File: src/rtl/input_debounce_pkg.sv
// Shared types and constants for the input_debounce block.
package input_debounce_pkg;

    typedef enum logic [1:0] {
        STABLE_LO = 2'd0,
        WAIT_HI   = 2'd1,
        STABLE_HI = 2'd2,
        WAIT_LO   = 2'd3
    } state_t;

    localparam int GLITCH_W = 8;

endpackage

File: src/rtl/input_debounce_sync_chain.sv
// Multi-flop synchronizer for an asynchronous single-bit input.
// d_i is captured on the first edge and reaches q_o after SYNC_STAGES edges.
module sync_chain #(
    parameter int SYNC_STAGES = 2
) (
    input  logic clk,
    input  logic rst_n,
    input  logic d_i,
    output logic q_o
);

    logic [SYNC_STAGES-1:0] sync_q;

    // Shift the raw bit through the flop chain; oldest sample sits at the MSB.
    always_ff @(posedge clk or negedge rst_n) begin
        if (!rst_n) begin
            sync_q <= '0;
        end else begin
            sync_q <= {sync_q[SYNC_STAGES-2:0], d_i};
        end
    end

    assign q_o = sync_q[SYNC_STAGES-1];

endmodule

File: src/rtl/input_debounce.sv
// Debouncer: synchronizer, counter-based stability filter, registered edge pulses.
// Optional glitch counter enabled by defining INPUT_DEBOUNCE_GLITCH_CNT_EN.
//
// state     | meaning
// ----------+-------------------------------------------------------------
// STABLE_LO | level_o = 0, synchronized input agrees
// WAIT_HI   | level_o = 0, input has been 1 for cnt consecutive enabled cycles
// STABLE_HI | level_o = 1, synchronized input agrees
// WAIT_LO   | level_o = 1, input has been 0 for cnt consecutive enabled cycles
module input_debounce
    import input_debounce_pkg::*;
#(
    parameter int SYNC_STAGES   = 2,
    parameter int STABLE_CYCLES = 4,
    parameter int CNT_W         = $clog2(STABLE_CYCLES + 1)
) (
    input  logic                clk,
    input  logic                rst_n,
    input  logic                raw_i,
    input  logic                en_i,
    output logic                level_o,
    output logic                rise_o,
    output logic                fall_o
`ifdef INPUT_DEBOUNCE_GLITCH_CNT_EN
    ,
    input  logic                glitch_clr_i,
    output logic [GLITCH_W-1:0] glitch_cnt_o
`endif
);

    generate
        if (SYNC_STAGES < 2) begin : g_bad_sync
            $error("input_debounce: SYNC_STAGES must be >= 2");
        end
        if (STABLE_CYCLES < 1) begin : g_bad_stable
            $error("input_debounce: STABLE_CYCLES must be >= 1");
        end
    endgenerate

    // Counter value at which the final agreeing cycle is reached.
    localparam logic [CNT_W-1:0] CNT_LAST = CNT_W'(STABLE_CYCLES - 1);

    logic             sync_s;
    state_t           state_q, state_d;
    logic [CNT_W-1:0] cnt_q,   cnt_d;
    logic             level_q, level_d;
    logic             rise_q,  rise_d;
    logic             fall_q,  fall_d;

    sync_chain #(
        .SYNC_STAGES(SYNC_STAGES)
    ) u_sync (
        .clk  (clk),
        .rst_n(rst_n),
        .d_i  (raw_i),
        .q_o  (sync_s)
    );

    // Stability filter: count consecutive enabled cycles that disagree with level_o.
    always_comb begin
        state_d = state_q;
        cnt_d   = cnt_q;
        level_d = level_q;
        rise_d  = 1'b0;
        fall_d  = 1'b0;
        case (state_q)
            STABLE_LO: begin
                if (en_i && sync_s) begin
                    if (CNT_LAST == '0) begin
                        level_d = 1'b1;
                        rise_d  = 1'b1;
                        state_d = STABLE_HI;
                    end else begin
                        state_d = WAIT_HI;
                        cnt_d   = CNT_W'(1);
                    end
                end
            end
            WAIT_HI: begin
                if (!en_i || !sync_s) begin
                    state_d = STABLE_LO;
                    cnt_d   = '0;
                end else if (cnt_q == CNT_LAST) begin
                    level_d = 1'b1;
                    rise_d  = 1'b1;
                    cnt_d   = '0;
                    state_d = STABLE_HI;
                end else begin
                    cnt_d = cnt_q + CNT_W'(1);
                end
            end
            STABLE_HI: begin
                if (en_i && !sync_s) begin
                    if (CNT_LAST == '0) begin
                        level_d = 1'b0;
                        fall_d  = 1'b1;
                        state_d = STABLE_LO;
                    end else begin
                        state_d = WAIT_LO;
                        cnt_d   = CNT_W'(1);
                    end
                end
            end
            WAIT_LO: begin
                if (!en_i || sync_s) begin
                    state_d = STABLE_HI;
                    cnt_d   = '0;
                end else if (cnt_q == CNT_LAST) begin
                    level_d = 1'b0;
                    fall_d  = 1'b1;
                    cnt_d   = '0;
                    state_d = STABLE_LO;
                end else begin
                    cnt_d = cnt_q + CNT_W'(1);
                end
            end
            default: begin
                state_d = STABLE_LO;
                cnt_d   = '0;
            end
        endcase
    end

    // Filter state, level and edge pulses; reset drops any pending transition.
    always_ff @(posedge clk or negedge rst_n) begin
        if (!rst_n) begin
            state_q <= STABLE_LO;
            cnt_q   <= '0;
            level_q <= 1'b0;
            rise_q  <= 1'b0;
            fall_q  <= 1'b0;
        end else begin
            state_q <= state_d;
            cnt_q   <= cnt_d;
            level_q <= level_d;
            rise_q  <= rise_d;
            fall_q  <= fall_d;
        end
    end

    assign level_o = level_q;
    assign rise_o  = rise_q;
    assign fall_o  = fall_q;

`ifdef INPUT_DEBOUNCE_GLITCH_CNT_EN
    logic                glitch_evt;
    logic [GLITCH_W-1:0] glitch_cnt_q;

    // Only a reverting input counts as a glitch; an en_i abort does not.
    assign glitch_evt = en_i && (((state_q == WAIT_HI) && !sync_s) ||
                                 ((state_q == WAIT_LO) &&  sync_s));

    // Saturating glitch counter; clear takes priority over an increment.
    always_ff @(posedge clk or negedge rst_n) begin
        if (!rst_n) begin
            glitch_cnt_q <= '0;
        end else if (glitch_clr_i) begin
            glitch_cnt_q <= '0;
        end else if (glitch_evt && (glitch_cnt_q != '1)) begin
            glitch_cnt_q <= glitch_cnt_q + GLITCH_W'(1);
        end
    end

    assign glitch_cnt_o = glitch_cnt_q;
`endif

endmodule
File: config.mk
export PLATFORM = sky130hd
export DESIGN_NAME = input_debounce
export DESIGN_NICKNAME = d
export VERILOG_FILES = /design/src/rtl/input_debounce_pkg.sv /design/src/rtl/input_debounce_sync_chain.sv /design/src/rtl/input_debounce.sv
export SDC_FILE = /design/constraint.sdc
export NUM_CORES = 1
export LEC_CHECK = 0
export BUFFER_PORTS_ARGS = -buffer_cell sky130_fd_sc_hd__buf_2
export CAP_MARGIN = 20
export CELL_PAD_IN_SITES_DETAIL_PLACEMENT = 2
export CELL_PAD_IN_SITES_GLOBAL_PLACEMENT = 2
export CORE_MARGIN = 3
export CORE_UTILIZATION = 28
export DETAILED_ROUTE_END_ITERATION = 12
export PLACE_DENSITY = 0.58
export SYNTH_ARGS = -nofsm -noshare
export SYNTH_HDL_FRONTEND = slang
export SYNTH_SLANG_ARGS = --single-unit
File: constraint.sdc
create_clock -name clk -period 2.65 [get_ports clk]
set_input_delay 0.795 -clock clk [delete_from_list [all_inputs] [get_ports clk]]
set_output_delay 0.795 -clock clk [all_outputs]
set_load 0.05 [all_outputs]
==> results.sh <==
export IMPL_status="finished clean"
export IMPL_syn_area_um2=420
export IMPL_die_w_um=44.8
export IMPL_fin_nets=48
export IMPL_post_cts_resize_count=0
export IMPL_hold_path_class="flip-flop to flip-flop"
export IMPL_hold_viol=0
export IMPL_use_met1=0.145
export IMPL_cts_tree="built"
export IMPL_arrival_ns=0.90
export IMPL_synth_warnings=0
export IMPL_p_per_area_nw_per_um2=861
export IMPL_gr_usage_all_layers=0.102
export IMPL_vias_per_cell=4.82
export IMPL_drive_gt1_frac=0.333
export IMPL_cp_num_buf_inv=1
export IMPL_finClkSkew_ns=0.000184
export IMPL_setup_viol=0
export IMPL_antenna_found_initial=0
export IMPL_grt_pass1_vias=310
export IMPL_ys_ff_latch=10
export IMPL_drc_errors=0
export IMPL_io_pins=7
export IMPL_fmax_mhz=589
export IMPL_period_needed_ns=1.70
export IMPL_grt_busiest_layer="met1"
export IMPL_clockBufferDepth=2
export IMPL_path_cells="buf_2"
export IMPL_vias=275
export IMPL_cts_made_buffers=3
export IMPL_synth_distinct_cells=19
export IMPL_synth_edf_count=0
export IMPL_dieArea_um2=2000
export IMPL_clock_sinks=10
export IMPL_wl_um=820
export IMPL_crit_fanout=3
export IMPL_clk_latency_ns=0.26
export IMPL_drt_first_pass_iters=2
export IMPL_use_met2=0.143
export IMPL_startpoint_type="flip-flop"
export IMPL_fin_crit_sh=0.641
export IMPL_place_hpwl_um=631
export IMPL_netlist_instances=32
export IMPL_crit_type="flip-flop to output pin"
export IMPL_areaGrowthSynthToFinish_pct=20.2
export IMPL_fill_cells=149
export IMPL_initial_utilization=0.311
export IMPL_tns_ns=0
export IMPL_worst_pin_slew_ns=0.284
export IMPL_coreArea_um2=1350
export IMPL_io_buffers=6
export IMPL_syn_num_nets=37
export IMPL_endpoint_kind="output pin"
export IMPL_synthTopCellsByArea="dfrtp_1 60%, o32ai_2 3.9%, nand4b_2 3.6%, ha_1 3.0%, nand2b_1 3.0%"
export IMPL_slew_violations=0
export IMPL_synthArstFlopShare=1.00
export IMPL_cp_slowest_stage_delay_ns=0.37
export IMPL_htree_num_levels=1
export IMPL_synth_main_ff_cell="dfrtp_1"
export IMPL_cap_violations=0
export IMPL_synth_area_per_cell_um2=13.1
export IMPL_seq_area_frac_synth=0.595
export IMPL_crit_slowest_cell="dfrtp_1"
export IMPL_cts_root_buf="clkbuf_4"
export IMPL_grtUsageMet3=0.0239
export IMPL_row_count=13
export IMPL_rsz0062_at_grt="false"
export IMPL_grt_first_pass_wirelength_mm=1.44
export IMPL_power_leakage_uw=0.000255
export IMPL_place_inst=53
export IMPL_max_vdd_ir_drop_mv=0.263
export IMPL_synthTopCellsByCount="10 x dfrtp_1, 3 x inv_1, 2 x nand2b_1, 2 x o21ai_0"
export IMPL_synth_top_cell_area_share=0.595
export IMPL_grt_overflow_total=0
export IMPL_drt_wirelength_per_cell_um=14.4
export IMPL_gp_congestion=0.636
export IMPL_diodes=0
export IMPL_drt_iter0_markers=3
export IMPL_fin_cells=57
export IMPL_cts_setup_buffers=0
export IMPL_grt_max_degree=11
export IMPL_clk_pin_slew_worst_paths_ns=0.07
export IMPL_ctsHoldBuffers=0
export IMPL_crit_required_ns=1.86
export IMPL_fp_dieH_um=44.8
export IMPL_ant_nets=0
export IMPL_synth_most_common_cell="dfrtp_1"
export IMPL_slew_headroom=0.811
export IMPL_cp_top_family="flip-flops"
export IMPL_synth_area_leader_cell="dfrtp_1"
[routing by layer]
layer,vias to the layer above,wire length [um],part of all wire
li1,131,-,-
met1,137,431,0.53
met3,0,54,0.066
met5,-,0,0
met2,7,333,0.41
met4,0,0,0
[state kept, by name, summed over array words and instances (netlist names)]
signal         flops
u_sync.sync_q      2
state_q            2
rise_o             1
cnt_q              3
fall_o             1
level_o            1
[area by class of cell]
cell class	count	area, um2	area share
well taps	15	18.8	0.0371
repair buffers	6	30.0	0.0594
multi-input cells	19	159	0.314
inverters	3	11.3	0.0223
flip-flops and latches	10	250	0.495
clock buffers	4	36.3	0.0718
[per-stage QoR]
step	worst slack [ns]	total power [uW]	hold WS, ns	utilization	cell area, um2
5_1_grt	0.895	468	0.373	0.374	505
4_1_cts	0.933	444	0.361	0.374	505
3_5_place_dp	1.11	304	0.345	0.348	469
6_report	0.952	435	0.358	0.374	505
2_1_floorplan	1.24	273	0.331	-	420
3_3_place_gp	1.14	293	0.342	0.348	469
[kinds of logic after synthesis]
| group | Yosys count | share of synthesized area |
|---|---|---|
| flip-flops | 10 | 0.595 |
| AND/OR/NAND/NOR | 10 | 0.182 |
| multiplexers | 1 | 0.0268 |
| AO/OA/AOI/OAI | 6 | 0.119 |
| XOR/XNOR | 1 | 0.0208 |
| buffers and inverters | 3 | 0.0268 |
| adder cells (fa/ha/maj) | 1 | 0.0298 |
[cell usage in the layout, fill, tap and decap left out, types with 2 or more instances in the layout]
cell type,n
inv_1,3
dfrtp_1,10
clkbuf_4,3
buf_2,6
nand2b_1,2
o21ai_0,2
[worst register-to-register path: cells and delay by family (launching register included)]
kind / cells / cell delay (ns)
AND/OR/NAND/NOR: 1 / 0.15
adder cells (fa/ha/maj): 1 / 0.24
multiplexers: 1 / 0.33
flip-flops: 1 / 0.40
[path summary, 6_finish.rpt]
kind | start | endpoint | slack (ns) | depth (start not counted)
max reg2reg | cnt_q[0] | state_q[1] | 1.41 | 3
min | u_sync.sync_q[0] | u_sync.sync_q[1] | 0.36 | 0
min in group asynchronous | rst_n | fall_o | 0.38 | 1
max | level_o | level_o | 0.95 | 1
min reg2reg | u_sync.sync_q[0] | u_sync.sync_q[1] | 0.36 | 0
max in group asynchronous | rst_n | u_sync.sync_q[1] | 2.08 | 1
[where the power goes]
part	internal [uW]	switching, uW
Combinational	44.0	46.2
Sequential	179	30.1
Clock	83.3	53.1
No activity file was read; power rests on OpenSTA's default activity.
